**config.mk**
```make
export PLATFORM = sky130hd
export DESIGN_NAME = execute_muldiv
export DESIGN_NICKNAME = d
export VERILOG_FILES = /design/src/rtl/execute_muldiv.sv
export SDC_FILE = /design/constraint.sdc
export NUM_CORES = 1
export LEC_CHECK = 0
export CORE_ASPECT_RATIO = 1.25
export CORE_MARGIN = 3
export CORE_UTILIZATION = 30
export DETAILED_ROUTE_END_ITERATION = 8
export SLEW_MARGIN = 25
export SYNTH_ARGS = -nofsm -noshare
export SYNTH_HDL_FRONTEND = slang
export SYNTH_SLANG_ARGS = --single-unit
export TNS_END_PERCENT = 10
```
**constraint.sdc**
```tcl
create_clock -name xm_i_clk -period 3.59 [get_ports xm_i_clk]
set_clock_uncertainty 0.15 [all_clocks]
set_input_delay 0.5385 -clock xm_i_clk [delete_from_list [all_inputs] [get_ports xm_i_clk]]
set_output_delay 0.5385 -clock xm_i_clk [all_outputs]
set_load 0.01 [all_outputs]
```
**src/rtl/execute_muldiv.sv**
```systemverilog
// Multi-cycle HI/LO execute unit: iterative shift-add multiply, restoring divide,
// MFHI/MFLO write-back and MTHI/MTLO, with a ready/busy issue interlock.
module execute_muldiv #(
    parameter int DWIDTH = 32,
    parameter int AWIDTH = 5
) (
    input  logic              xm_i_clk,
    input  logic              xm_i_rst,
    input  logic              xm_i_ce,
    input  logic [2:0]        xm_i_op,
    input  logic [DWIDTH-1:0] xm_i_data_rs,
    input  logic [DWIDTH-1:0] xm_i_data_rt,
    input  logic [AWIDTH-1:0] xm_i_addr_rd,
    input  logic              xm_i_flush,
    output logic              xm_o_ready,
    output logic              xm_o_busy,
    output logic              xm_o_done,
    output logic              xm_o_ce,
    output logic [DWIDTH-1:0] xm_o_value,
    output logic [AWIDTH-1:0] xm_o_addr_rd,
    output logic [DWIDTH-1:0] xm_o_hi,
    output logic [DWIDTH-1:0] xm_o_lo
);
    localparam int CW = $clog2(DWIDTH + 1);

    typedef enum logic [1:0] {S_IDLE, S_CALC, S_FIX} state_t;

    state_t              state_q, state_d;
    logic [CW-1:0]       cnt_q, cnt_d;
    logic [2*DWIDTH-1:0] acc_q, acc_d;
    logic [DWIDTH-1:0]   opnd_q, opnd_d;
    logic                is_div_q, is_div_d;
    logic                neg_lo_q, neg_lo_d;
    logic                neg_hi_q, neg_hi_d;
    logic                div_zero_q, div_zero_d;
    logic [DWIDTH-1:0]   hi_q, hi_d, lo_q, lo_d;
    logic                done_q, done_d;
    logic                out_ce_q, out_ce_d;
    logic [DWIDTH-1:0]   out_value_q, out_value_d;
    logic [AWIDTH-1:0]   out_addr_q, out_addr_d;

    logic                accept, is_signed, rs_neg, rt_neg;
    logic [DWIDTH-1:0]   rs_mag, rt_mag, quo_fix, rem_fix;
    logic [DWIDTH:0]     mul_sum, div_diff;
    logic [2*DWIDTH-1:0] prod_fix;

    always_comb begin
        accept    = (state_q == S_IDLE) && xm_i_ce && !xm_i_flush;
        // op[2]=0 is mult/div, op[1] selects divide, op[0] selects unsigned / LO
        is_signed = !xm_i_op[2] && !xm_i_op[0];
        rs_neg    = is_signed && xm_i_data_rs[DWIDTH-1];
        rt_neg    = is_signed && xm_i_data_rt[DWIDTH-1];
        rs_mag    = rs_neg ? -xm_i_data_rs : xm_i_data_rs;
        rt_mag    = rt_neg ? -xm_i_data_rt : xm_i_data_rt;
        mul_sum   = {1'b0, acc_q[2*DWIDTH-1:DWIDTH]} + (acc_q[0] ? {1'b0, opnd_q} : '0);
        div_diff  = acc_q[2*DWIDTH-1:DWIDTH-1] - {1'b0, opnd_q};
        prod_fix  = neg_lo_q ? -acc_q : acc_q;
        quo_fix   = neg_lo_q ? -acc_q[DWIDTH-1:0] : acc_q[DWIDTH-1:0];
        rem_fix   = neg_hi_q ? -acc_q[2*DWIDTH-1:DWIDTH] : acc_q[2*DWIDTH-1:DWIDTH];
    end

    always_comb begin
        state_d     = state_q;
        cnt_d       = cnt_q;
        acc_d       = acc_q;
        opnd_d      = opnd_q;
        is_div_d    = is_div_q;
        neg_lo_d    = neg_lo_q;
        neg_hi_d    = neg_hi_q;
        div_zero_d  = div_zero_q;
        hi_d        = hi_q;
        lo_d        = lo_q;
        done_d      = 1'b0;
        out_ce_d    = 1'b0;
        out_value_d = '0;
        out_addr_d  = '0;
        case (state_q)
            S_IDLE: begin
                if (accept) begin
                    if (!xm_i_op[2]) begin
                        state_d    = S_CALC;
                        cnt_d      = CW'(DWIDTH);
                        is_div_d   = xm_i_op[1];
                        neg_lo_d   = rs_neg ^ rt_neg;
                        neg_hi_d   = rs_neg;
                        div_zero_d = (xm_i_data_rt == '0);
                        if (xm_i_op[1]) begin
                            acc_d  = {{DWIDTH{1'b0}}, rs_mag};
                            opnd_d = rt_mag;
                        end else begin
                            acc_d  = {{DWIDTH{1'b0}}, rt_mag};
                            opnd_d = rs_mag;
                        end
                    end else if (!xm_i_op[1]) begin
                        out_ce_d    = 1'b1;
                        out_value_d = xm_i_op[0] ? lo_q : hi_q;
                        out_addr_d  = xm_i_addr_rd;
                    end else if (xm_i_op[0]) begin
                        lo_d = xm_i_data_rs;
                    end else begin
                        hi_d = xm_i_data_rs;
                    end
                end
            end
            S_CALC: begin
                cnt_d = cnt_q - CW'(1);
                if (cnt_q == CW'(1)) state_d = S_FIX;
                // Divide keeps quotient bits in the low half as the dividend shifts out
                if (is_div_q) begin
                    acc_d = div_diff[DWIDTH] ? {acc_q[2*DWIDTH-2:0], 1'b0}
                                             : {div_diff[DWIDTH-1:0], acc_q[DWIDTH-2:0], 1'b1};
                end else begin
                    acc_d = {mul_sum, acc_q[DWIDTH-1:1]};
                end
                if (xm_i_flush) begin
                    state_d = S_IDLE;
                    cnt_d   = '0;
                end
            end
            S_FIX: begin
                state_d = S_IDLE;
                cnt_d   = '0;
                if (!xm_i_flush) begin
                    done_d = 1'b1;
                    if (is_div_q) begin
                        hi_d = rem_fix;
                        lo_d = div_zero_q ? '1 : quo_fix;
                    end else begin
                        hi_d = prod_fix[2*DWIDTH-1:DWIDTH];
                        lo_d = prod_fix[DWIDTH-1:0];
                    end
                end
            end
            default: begin
                state_d = S_IDLE;
                cnt_d   = '0;
            end
        endcase
    end

    always_ff @(posedge xm_i_clk) begin
        if (!xm_i_rst) begin
            state_q     <= S_IDLE;
            cnt_q       <= '0;
            acc_q       <= '0;
            opnd_q      <= '0;
            is_div_q    <= 1'b0;
            neg_lo_q    <= 1'b0;
            neg_hi_q    <= 1'b0;
            div_zero_q  <= 1'b0;
            hi_q        <= '0;
            lo_q        <= '0;
            done_q      <= 1'b0;
            out_ce_q    <= 1'b0;
            out_value_q <= '0;
            out_addr_q  <= '0;
        end else begin
            state_q     <= state_d;
            cnt_q       <= cnt_d;
            acc_q       <= acc_d;
            opnd_q      <= opnd_d;
            is_div_q    <= is_div_d;
            neg_lo_q    <= neg_lo_d;
            neg_hi_q    <= neg_hi_d;
            div_zero_q  <= div_zero_d;
            hi_q        <= hi_d;
            lo_q        <= lo_d;
            done_q      <= done_d;
            out_ce_q    <= out_ce_d;
            out_value_q <= out_value_d;
            out_addr_q  <= out_addr_d;
        end
    end

    assign xm_o_ready   = (state_q == S_IDLE);
    assign xm_o_busy    = (state_q == S_CALC) || (state_q == S_FIX);
    assign xm_o_done    = done_q;
    assign xm_o_ce      = out_ce_q;
    assign xm_o_value   = out_value_q;
    assign xm_o_addr_rd = out_addr_q;
    assign xm_o_hi      = hi_q;
    assign xm_o_lo      = lo_q;
endmodule

```
---- Word-level counts from Yosys, hierarchy flattened ----
Index checks and enable logic that the tools add are counted.
word-level totals
  register bits after elaboration ......... 211
  input bits .............................. 76
  output and inout bits ................... 105
  word-level logic and storage cells ...... 100
cells by class
  add/subtract/negate cells ............... 8
  equal/unequal tests ..................... 11
  mux-type cells .......................... 40
  bitwise operators ....................... 5
  reduce and logical (&&, ||, !) cells .... 22
operators with widths
  operator             count
  $mux 32              21
  $mux 64              5
  $neg 32->32          4
  $pmux 32 s2          2
  $pmux 64 s2          1
  $neg 64->64          1
  $add 32x32->33       1
  $sub 33x32->33       1
  $logic_not 32->1     1
  $mux 6               3
  $ne 2x2->1 const B   6
  $pmux 6 s2           1
  $reduce_and 6->1     2
  $reduce_and 3->1     3
  $mux 2               4
  $eq 6x1->1 const B   1
  $sub 6x1->6 const B  1
  $logic_and 1x1->1    5
  $reduce_or 5->1      1
  $not 1->1            4
  $pmux 2 s2           1
  $reduce_and 2->1     2
  $reduce_and 4->1     1
  $reduce_bool 2->1    2
  9 further kinds      12

---- Logic depth before layout (Yosys ltp) ----
Gate-level depths: netlist of run 1.
  word-level depth ........................ 8
  mapped depth ............................ 14
  mapped depth without buffers ............ 13

---- Worst setup path before layout of run 1 ----
OpenSTA, ideal clock, no wires.
  path kind ............................... register -> register
  from .................................... register acc_q[0]
  to ...................................... register acc_q[62]
  library setup time ...................... 133 ps
  data arrival time ....................... 3,015 ps
  required time ........................... 3,307 ps
  slack ................................... 292 ps
  stages on the path, launching flop included .. 14
  buffers on the path ..................... 1
  clock period less this slack ............ 3,298 ps
  cell sequence ........................... dfxtp_1 -> inv_1 -> clkbuf_1 -> nor2_1 -> ha_1 -> a211oi_1 -> nor2_1 -> o41a_1 -> nand3b_1 -> a31oi_1 -> o211ai_1 -> a221oi_1 -> mux2i_1 -> o211ai_1
on the way
  longest elaborated chain between the ends .. 4
RTL lines
  element                 line  RTL
  from (decl)             30    logic [2*DWIDTH-1:0] acc_q, acc_d;
  from (signal assigned)  145   acc_q <= '0;
  from (signal assigned)  160   acc_q <= acc_d;
  $mux 32                 55    mul_sum = {1'b0, acc_q[2*DWIDTH-1:DWIDTH]} + (acc_q[0] ? {1'b0, opnd_q} : '0);
  $add 32x32->33          55
  $mux 64                 109   if (is_div_q) begin
  $pmux 64 s2             77    case (state_q)
Every way passes these cells.
A chain may end at the register's enable or synchronous reset.

---- Worst setup path in the final report of run 1 ----
  from .................................... register opnd_q[1]
  to ...................................... register acc_q[56]
on the way
  longest elaborated chain between the ends .. 4
  elaborated cells on any way between the ends .. 6
  those cells by class .................... add/sub (2); mux (4)
RTL lines
  element                                    line     RTL
  from (decl)                                31       logic [DWIDTH-1:0] opnd_q, opnd_d;
  from (signal assigned)                     161      opnd_q <= opnd_d;
  $sub 33x32->33 or $mux 32 (tied branches)  56, 55
  $mux 64 or $add 32x32->33 (tied branches)  110, 55
  $mux 64 (*)                                109
  $pmux 64 s2 (*)                            77
Mark *: on every way between the ends. The rest lies on a longest branch, timed or not.

==> summary.txt, run 1 <==
Final layout
  • Design area: 20,700 um2
  • Nets@finish: 2,588
  • Layout cells sized above 1: 12.9%
  • Layout Cells excl Fill: 3,127
  • Area grow syn2layout: 28.5%
  • Fillers: 5,446

Floorplanning
  • Std-Cell Rows: 94
  • IO Pins: 181
  • Initial core utilization: 30.4%
  • Die footprint: 56,500 um2
  • Core area: 52,900 um2
  • Die W: 213 um
  • Die Ht: 265 um

Placed design
  • DP Area: 19,800 um2
  • Port-buffer cells: 180
  • Post-DP HPWL: 52,100 um
  • Placer congestion estimate: 0.977
  • Dpl cells: 3,080

GRT
  • Initial antenna violation count: 3
  • Grt total ovfl: 0
  • Pin count of the biggest net entering global routing: 84
  • First-pass GRT wire length: 97,900 um
  • Vias in the first global route: 16,600
  • Global Route Usage Sum: 22.0%

Power and ir drop
  • Sequential power share: 36.4%
  • Pint: 0.00468 W
  • Peak VDD IR: 231 uV
  • Combinational share of power: 25.9%
  • Switch Pwr: 0.00217 W
  • P_leak: 8.16 nW
  • Pwr/cell area: 331 nW/um2
  • Clock share of power: 37.7%
  • Sw frac: 31.7%

Worst setup path
  • R2r endpoint: acc_q[56]
  • Crit path launch type: flip-flop
  • Peak fanout along the critical path: 4
  • Critical Path Sink Type: flip-flop
  • Setup crit start: opnd_q[1]
  • Setup slack, reg-to-reg: 120 ps
  • Critical path class: reg2reg
  • CP Data Arrival Time: 3710 ps
  • Reg2reg start: opnd_q[1]
  • R2R depth: 12
  • Worst EP required: 3830 ps

Clocking
  • Num CTS Buffers: 25
  • Root Driver: clkbuf_16
  • Clk buf depth: 3
  • Clock-pin slew of the registers on the worst-case setup and hold paths: 60 ps
  • CTS tree: yes
  • Clk_lat worst skew: 550 ps
  • Cts hold-fix bufs: 0
  • Depth of the CTS H-tree: 1
  • Clock sink total: 211

Synthesis
  • Top_reg_cell synth: dfxtp_1
  • Syn_area_per_cell: 7.47 um2
  • Most frequent cell after synthesis: nor2_1
  • Yosys cell types: 79
  • Post-synth top area share: 26.2%
  • Mapped cell area: 16,100 um2
  • Post-synth top cells: nor2_1, a21oi_1, dfxtp_1, nand2_1, o21ai_0
  • Post-synthesis net count: 2,308
  • Post-synthesis instance total: 2,157
  • EDFF count, synth: 0
  • Register area share after synthesis: 26.2%
  • Yosys synthesis warning count: 0
  • Flops & latches, synth: 211
  • Main area contributors after synthesis: dfxtp_1, a21oi_1, nor2_1
  • Dominant cell type by area after synthesis: dfxtp_1
  • Async S/R FF share, synth: 0%

Route
  • Vias per cell: 5.64
  • Post-route DRC: 0
  • Drt pass-1 iters: 5
  • Final ANT Viol Nets: 0
  • Wirelength per Cell: 21.0 um
  • Final wirelength: 65,800 um
  • Initial detailed-routing violation count: 1,918
  • DR vias: 17,600

STA
  • Final setup viols: 0
  • WHS: 305 ps
  • Slew @ Worst Pin: 952 ps
  • Highest Clock Rate: 288 MHz
  • Hold Fails Final Rpt: 0
  • Slew Viols, Final: 0
  • Tcrit/Tclk final: 96.7%
  • RSZ-0062 raised after global routing: true
  • Setup total negative slack: 0 ps
  • Relative slew margins: 36.3%
  • Post-layout min period: 3470 ps

Worst hold path
  • Worst hold-check path type: reg2reg
  • Worst hold start: opnd_q[17]
  • Min-Delay Endpoint: opnd_q[17]
  • Hold Path Depth: 2

Job
  • Max Cap Viol: 0

Outcome
  • Status: complete, no violations
[worst max-delay path by stage]
stage / end / slack [ps] / cells after the start
final: acc_q[56] / 120 / 12
after global placement: acc_q[25] / 50 / 10
after CTS: acc_q[45] / 60 / 13
after floorplan: acc_q[62] / 290 / 13
after global routing: acc_q[63] / -5 / 14
after detailed placement: acc_q[25] / 10 / 10
[cells by family after synthesis]
logic type / synth area share (%)
compound gates: 27.5
xor+xnor: 9.08
fa+ha+maj: 5.92
buf+inv: 4.92
flops: 26.2
mux: 6.75
simple gates: 19.6
[layout make-up]
cell class | instances | area [um2] | area share, %
diodes | 3 | 7.51 | 0.0362
clock inverters | 8 | 101 | 0.489
flip-flops and latches | 211 | 4230 | 20.4
clock buffers | 34 | 709 | 3.43
inverters | 68 | 255 | 1.23
repair buffers | 391 | 3420 | 16.5
well taps | 672 | 841 | 4.06
multi-input cells | 1740 | 11100 | 53.8
[repair_timing]
item,CTS,global route
setup buffers,0,2
setup endpoints to repair,0,18
hold endpoints to repair,0,0
resized for setup,0,6
[metal layers]
metal	wire length, um	GRT usage, %
met1	27700	29.1
met2	30700	36.5
met3	4480	2.10
met4	2940	9.65
met5	0	0
[flip-flops by register name, summed over array words and instances, names as in the netlist]
name / flops
opnd_q: 32
acc_q: 64
div_zero_q: 1
xm_o_lo: 32
xm_o_done: 1
neg_lo_q: 1
xm_o_hi: 32
xm_o_ce: 1
state_q: 2
cnt_q: 6
xm_o_addr_rd: 5
neg_hi_q: 1
is_div_q: 1
xm_o_value: 32
[through the flow]
| stage | setup WS (ps) | util [%] | power (W) |
|---|---|---|---|
| floorplan | 292 | - | 0.00356 |
| global placement | 54.4 | 37.5 | 0.00426 |
| detailed placement | 12.7 | 37.5 | 0.00427 |
| CTS | 56.7 | 39.0 | 0.00684 |
| global route | -5.40 | 39.1 | 0.00711 |
| finish | 120 | 39.1 | 0.00684 |
[placed cells by master (no fill, tap or decap), drive strengths merged, types with 10 or more instances in the layout]
| master | n |
|---|---|
| a211oi | 63 |
| o31ai | 21 |
| nor2b | 10 |
| nand3 | 39 |
| a21oi | 223 |
| clkbuf | 34 |
| nand4 | 12 |
| nor4 | 19 |
| nand2 | 187 |
| or4 | 14 |
| nand2b | 14 |
| o221ai | 24 |
| ha | 73 |
| o41ai | 13 |
| nor3 | 48 |
| inv | 68 |
| or2 | 15 |
| or3 | 23 |
| buf | 214 |
| a31oi | 29 |
| dfxtp | 211 |
| a21o | 36 |
| xnor2 | 102 |
| xor2 | 65 |
| mux2 | 21 |
| mux2i | 85 |
| clkdlybuf4s50 | 177 |
| a22oi | 12 |
| o21ai | 167 |
| and2 | 15 |
| o211ai | 22 |
| o21a | 14 |
| and3 | 13 |
| nor2 | 267 |
[worst max-delay path: stages, from the launching register on]
cell and delay [ps]:
dfxtp_1 460, nand2_1 150, inv_1 80, ha_1 230, a211oi_1 270, o21ai_0 220
o211ai_1 300, nand2_1 100, o41ai_1 480, o31ai_2 190, a31oi_1 250, xor2_1 300
o221ai_1 140
[power groups by stage]
stage	sequential (W)	combinational [W]	clock, W
2_1_floorplan	0.00252	0.00103	0
3_3_place_gp	0.00253	0.00172	0
3_5_place_dp	0.00254	0.00173	0
4_1_cts	0.00249	0.00174	0.00261
5_1_grt	0.00250	0.00192	0.00269
6_report	0.00249	0.00178	0.00258
Note: power is estimated with default switching activity, not from simulation.
==> run 2: changes to the inputs <==
Settings changed: ABC_AREA from default to 1.
==> run 2 against run 1 <==
Effect of this change:
- first-iteration DRC count up 21%
- count of clock-buffer cells in the layout up 2
- sequential share of layout area down 2.0 points
- critical path depth unchanged
- synthesized area up 19%
- via count up 29%
- combinational power up 61%
- hold slack worse by 130 ps
- final cell count up 40%
- sequential cell count unchanged
- die area up 18%
- synthesized cell count up 56%
==> summary.txt, run 2 <==
GRT
  • Vias in the first global route: 21,200 (+28%)
  • Global Route Usage Sum: 25.0% (+2.9 points)
  • First-pass GRT wire length: 128,000 um (+31%)
  • Initial antenna violation count: 0 (-3)
  • Pin count of the biggest net entering global routing: 116 (+38%)
  • Grt total ovfl: 0 (unchanged)

Floorplanning
  • Initial core utilization: 30.6% (+0.13 points)
  • Die footprint: 66,800 um2 (+18%)
  • Die Ht: 288 um (+8.7%)
  • Die W: 232 um (+8.7%)
  • Std-Cell Rows: 102 (+8.5%)
  • Core area: 62,500 um2 (+18%)
  • IO Pins: 181 (unchanged)

Synthesis
  • Synth Area in Compound Gates: 19.4% (-8.0 points)
  • Async S/R FF share, synth: 0% (unchanged)
  • Post-Synth XOR/XNOR Area: 2.84% (-6.2 points)
  • EDFF count, synth: 0 (unchanged)
  • Main area contributors after synthesis: dfxtp_1, nand2_1, inv_1
  • Post-synth top cells: nand2_1, inv_1, nor2_1, nand3_1, o21ai_0
  • Top_reg_cell synth: dfxtp_1
  • Flops & latches, synth: 211 (unchanged)
  • Register area share after synthesis: 22.1% (-4.1 points)
  • Yosys synthesis warning count: 0 (unchanged)
  • Adder-cell share of the synthesized area: 4.99% (-0.93 points)
  • Mux share of post-synthesis cell area: 0% (-6.7 points)
  • Largest family of logic cells by synthesized area: simple AND/OR/NAND/NOR gates
  • Post-synthesis instance total: 3,365 (+56%)
  • Post-synth top area share: 22.1% (-4.1 points)
  • Mapped cell area: 19,100 um2 (+19%)
  • Syn_area_per_cell: 5.68 um2 (-24%)
  • Most frequent cell after synthesis: nand2_1
  • Dominant cell type by area after synthesis: dfxtp_1
  • Post-synthesis net count: 3,516 (+52%)
  • Post-synthesis simple-gate area fraction: 38.0% (+18 points)
  • Yosys cell types: 54 (-32%)

Worst setup path
  • CP Cell Sequence: inv_1, ha_1, nand2_1, nor2_4, nand2_1, nor2_1, nand2_1, o21ai_2, nand3_1, nand3_1, nand3_1, a21oi_1
  • Max stage delay on crit path: 490 ps (about the same)
  • Critical path class: reg2reg
  • Setup slack, reg-to-reg: 520 ps (+400 ps)
  • CP Data Arrival Time: 3420 ps (-290 ps)
  • Critical Path Sink Type: flip-flop
  • Peak fanout along the critical path: 6 (+2)
  • Crit path launch type: flip-flop
  • Worst EP required: 3940 ps (+110 ps)
  • Max stage delay cell, worst path: nor2_1

Worst hold path
  • Worst hold-check path type: in2reg

Power and ir drop
  • P_leak: 10.9 nW (+33%)
  • Peak VDD IR: 383 uV (+66%)
  • Pwr/cell area: 369 nW/um2 (+12%)
  • Tot Pwr: 0.00846 W (+24%)

Final layout
  • Area grow syn2layout: 19.9%
  • Final Util: 36.7% (-2.5 points)
  • Layout cells sized above 1: 5.54% (-7.3 points)
  • Layout Cells excl Fill: 4,368 (+40%)
  • Most frequent cells in the layout: nand2_1, inv_1, nor2_1, nand3_1, o21ai_0
  • Nets@finish: 3,667 (+42%)
  • Diode count: 0 (-3)
  • Number of flip-flops in the largest register: 64 (unchanged)
  • Biggest register: acc_q
  • Commonest non-fill, non-tap cell in the layout: nand2_1

STA
  • Final setup viols: 0 (unchanged)
  • Slew @ Worst Pin: 958 ps (+5.75 ps)
  • Post-layout min period: 3070 ps (-401 ps)
  • Tcrit/Tclk final: 85.5% (-11 points)
  • RSZ-0062 raised after global routing: false
  • Setup total negative slack: 0 ps (unchanged)
  • Highest Clock Rate: 326 MHz (+13%)
  • WHS: 174 ps (-132 ps)
  • Hold Fails Final Rpt: 0 (unchanged)
  • Relative slew margins: 36.1% (-0.14 points)
  • Slew Viols, Final: 0 (unchanged)

Route
  • Post-route DRC: 0 (unchanged)
  • Drt pass-1 iters: 6 (+1)
  • Initial detailed-routing violation count: 2,328 (+21%)
  • Final ANT Viol Nets: 0 (unchanged)
  • Vias per cell: 5.21 (-7.6%)
  • Wirelength per Cell: 19.9 um (-5.3%)
  • Final wirelength: 87,100 um (+32%)
  • DR vias: 22,800 (+29%)

Clocking
  • Post-CTS setup buffer count: 0 (unchanged)
  • Clock sink total: 211 (unchanged)
  • Clock-pin slew of the registers on the worst-case setup and hold paths: 70 ps (about the same)
  • Clk_lat worst skew: 570 ps (+20 ps)
  • Cts repair resizes: 0 (unchanged)
  • CTS tree: yes
  • Clk buf depth: 3 (unchanged)
  • Num CTS Buffers: 26 (+4.0%)
  • Depth of the CTS H-tree: 1 (unchanged)
  • Cts hold-fix bufs: 0 (unchanged)
  • Root Driver: clkbuf_16

Placed design
  • Dpl cells: 4,320 (+40%)
  • Port-buffer cells: 180 (unchanged)
  • Post-DP HPWL: 70,500 um (+35%)
  • Placer congestion estimate: 1.00 (+2.7%)

Outcome
  • Status: complete, no violations

Job
  • Max Cap Viol: 0 (unchanged)
[run 2: cell types whose count changed after synthesis, moves of 26 or more]
cell,delta
a211oi_1,-60
a21o_1,-30
a21oi_1,+46
clkbuf_1,-30
inv_1,+410
mux2i_1,-85
nand2_1,+739
nand3_1,+245
nand4_1,+26
nor2_1,+85
o21ai_0,+112
xnor2_1,-96
[run 2: layout make-up]
cell class	instances	area (um2)
Inverter	493	1850
Clock buffer	36	738
Fill cell	7051	39600
Multi-Input combinational cell	2534	12500
Tap cell	832	1040
Clock inverter	12	214
Sequential cell	211	4230
Timing Repair Buffer	250	2360
[run 2: final timing paths]
path / start / endpoint / depth (start not counted)
setup / recovery: acc_q[1] / xm_o_hi[16] / 12
hold reg to reg: xm_o_lo[10] / xm_o_value[10] / 2
setup reg to reg: acc_q[1] / xm_o_hi[16] / 12
hold / removal: xm_i_rst / xm_o_hi[4] / 3
[run 2: per-layer routing]
metal  up-vias  track usage, %  routed length [um]
li1      11200               -                   -
met1     10400            31.2               35400
met2       941            41.3               39500
met3       221            2.53                5800
met4         0            15.3                6280
met5         -               0                   0
[run 2: cells by family after synthesis]
kind of cell,after synthesis
AOI/OAI and AO/OA,678
xor gates and xnor gates,62
adders and majority gates,75
buffers and inverters,620
DFF,211
and+or+nand+nor,1719
[run 2: report_power, final]
part	total [W]	switching, W	internal, W
Sequential	0.00264	0.000158	0.00248
Combinational	0.00286	0.00197	0.000896
Clock	0.00296	0.00116	0.00180
[run 2: metrics by stage]
step	cell area, um2	setup WS [ps]
floorplan	19100	824
global placement	22000	460
detailed placement	22000	430
CTS	22900	569
global route	22900	373
finish	22900	521
[run 2: critical path, delay by kind of cell (launching register included)]
kind / cells / cell delay, ps
AOI/OAI and AO/OA: 2 / 450
adders and majority gates: 1 / 260
buffers and inverters: 1 / 180
DFF: 1 / 310
and+or+nand+nor: 8 / 1650
==> run 3: changes to the inputs <==
Settings changed: ABC_AREA 1 to default, CORE_MARGIN 3 to 2, PLACE_DENSITY from default to 0.5.
==> run 3 against run 2 <==
Effect of this change:
- final cell count fell by 27%
- clock power fell by 4%
- global-route usage fell by 0.99 points
- die area fell by 17%
- count of clock-buffer cells in the layout fell by 7
- fmax fell by 12%
- combinational power fell by 37%
- sequential share of layout area rose by 1.6 points
- critical path type unchanged
- hold slack improved by 120 ps
- utilization rose by 2.9 points
- non-clock buffer count rose by 174
- sequential cell count did not move
==> summary.txt, run 3 (synthesized netlist as in run 1, its figures left out) <==
Outcome
  • Status: complete, no violations

GRT
  • Grt total ovfl: 0 (unchanged)
  • Global Route Usage Sum: 24.0% (-0.99 points)
  • Pin count of the biggest net entering global routing: 80 (-31%)
  • First-pass GRT wire length: 103,000 um (-20%)
  • Initial antenna violation count: 0 (unchanged)
  • Vias in the first global route: 16,500 (-22%)

Floorplanning
  • Initial core utilization: 30.2% (-0.38 points)
  • Core area: 53,400 um2 (-15%)
  • Std-Cell Rows: 95 (-6.9%)
  • Die footprint: 55,600 um2 (-17%)
  • IO Pins: 181 (unchanged)
  • Die Ht: 263 um (-8.7%)
  • Die W: 211 um (-8.9%)

STA
  • Final setup viols: 0 (unchanged)
  • Final worst setup slack: 88.2 ps (-433 ps)
  • RSZ-0062 raised after global routing: true
  • Slew Viols, Final: 0 (unchanged)
  • Relative slew margins: 39.5% (+3.4 points)
  • Hold Fails Final Rpt: 0 (unchanged)
  • Tcrit/Tclk final: 97.5% (+12 points)
  • Post-layout min period: 3500 ps (+433 ps)
  • Slew @ Worst Pin: 907 ps (-51.1 ps)
  • WHS: 294 ps (+121 ps)
  • Highest Clock Rate: 286 MHz (-12%)

Worst setup path
  • Reg2reg start: opnd_q[12]
  • Setup slack, reg-to-reg: 90 ps (-430 ps)
  • Worst EP required: 3870 ps (-70 ps)
  • R2r endpoint: acc_q[61]
  • Critical Path Sink Type: flip-flop
  • Critical path class: reg2reg
  • Crit path launch type: flip-flop
  • Peak fanout along the critical path: 6 (unchanged)
  • CP Data Arrival Time: 3780 ps (+360 ps)
  • R2R depth: 11 (-1)

Power and ir drop
  • Pwr/cell area: 338 nW/um2 (-8.5%)
  • Tot Pwr: 0.00712 W (-16%)
  • Peak VDD IR: 281 uV (-26%)
  • P_leak: 8.39 nW (-23%)

Clocking
  • Num CTS Buffers: 25 (-3.8%)
  • CTS tree: yes
  • Depth of the CTS H-tree: 1 (unchanged)
  • Clk buf depth: 3 (unchanged)
  • Root Driver: clkbuf_16
  • Clock-pin slew of the registers on the worst-case setup and hold paths: 60 ps (about the same)
  • Clk_lat worst skew: 570 ps (about the same)
  • Cts hold-fix bufs: 0 (unchanged)
  • Clock sink total: 211 (unchanged)

Placed design
  • Dpl cells: 3,120 (-28%)
  • Placer congestion estimate: 0.914 (-8.9%)
  • Port-buffer cells: 180 (unchanged)
  • Worst slack, placed: -18.5 ps (-449 ps)
  • DP Area: 20,100 um2 (-8.5%)
  • Post-DP HPWL: 55,700 um (-21%)

Final layout
  • Diode count: 0 (unchanged)
  • Commonest non-fill, non-tap cell in the layout: nor2_1
  • Layout Cells excl Fill: 3,167 (-27%)
  • Design area: 21,100 um2 (-8.0%)
  • Number of flip-flops in the largest register: 64 (unchanged)
  • Most frequent cells in the layout: nor2_1, buf_4, a21oi_1, dfxtp_1, nand2_1
  • Biggest register: acc_q
  • Nets@finish: 2,621 (-29%)
  • Fillers: 5,543 (-21%)
  • Area grow syn2layout: 30.9%
  • Layout cells sized above 1: 14.5% (+9.0 points)

Route
  • Initial detailed-routing violation count: 1,310 (-44%)
  • Final wirelength: 69,300 um (-20%)
  • Wirelength per Cell: 21.9 um (+9.8%)
  • Vias per cell: 5.47 (+5.1%)
  • Drt pass-1 iters: 5 (-1)
  • Post-route DRC: 0 (unchanged)
  • Final ANT Viol Nets: 0 (unchanged)
  • DR vias: 17,300 (-24%)

Job
  • Max Cap Viol: 0 (unchanged)

Worst hold path
  • Worst hold-check path type: in2reg
  • Min-Delay Endpoint: cnt_q[4]
  • Hold Path Depth: 3 (unchanged)
  • Worst hold start: xm_i_rst
-- run 3: how the worst max path moves through the flow --
stage	from	to	depth (start not counted)
after floorplan	acc_q[0]	acc_q[62]	13
after global placement	acc_q[0]	acc_q[56]	14
after detailed placement	xm_i_data_rt[13]	opnd_q[31]	9
after CTS	acc_q[32]	acc_q[0]	13
after global routing	acc_q[0]	acc_q[62]	16
final	opnd_q[12]	acc_q[61]	11
-- run 3: layout make-up --
type	count	area [um2]	area share, %
inverter	68	255	1.21
tap	679	850	4.03
clock buffer	29	661	3.13
clock inverter	16	231	1.10
timing repair buffer	424	3670	17.4
sequential	211	4230	20.0
multi-input combinational	1740	11200	53.1
-- run 3: critical path, cell delays in order (launching register included) --
cell      delay (ps)
dfxtp_1          360
inv_1            160
ha_1             460
nand2_1           90
nor3_1           210
o211ai_1         280
a31oi_1          330
a21oi_1          160
o21ai_0          460
mux2_2           400
a31oi_1          230
a311oi_1          80
-- run 3: per-stage QoR --
step	utilization [%]	setup TNS (ps)
2_1_floorplan	-	0
3_3_place_gp	37.7	-24.4
3_5_place_dp	37.7	-24.1
4_1_cts	39.4	0
5_1_grt	39.5	-16.4
6_report	39.5	0
-- run 3: where the power goes --
group | switching (W) | internal [W]
registers | 0.0000708 | 0.00241
logic | 0.00105 | 0.000750
clock network | 0.00115 | 0.00169
total | 0.00227 | 0.00485
-- run 3: metal layers --
layer / share of wire, % / global-route usage [%] / vias up
li1: - / - / 8430
met1: 45 / 31.8 / 8259
met2: 46 / 39.9 / 541
met3: 4.3 / 2.10 / 105
met4: 4.3 / 9.67 / 0
met5: 0 / 0 / -
-- run 3: what timing repair did --
action / CTS / global route
setup buffers: 0 / 2
cloned: 0 / 0
gates resized for setup: 2 / 16
pin swaps: 0 / 6
endpoints found under the setup margin: 3 / 14
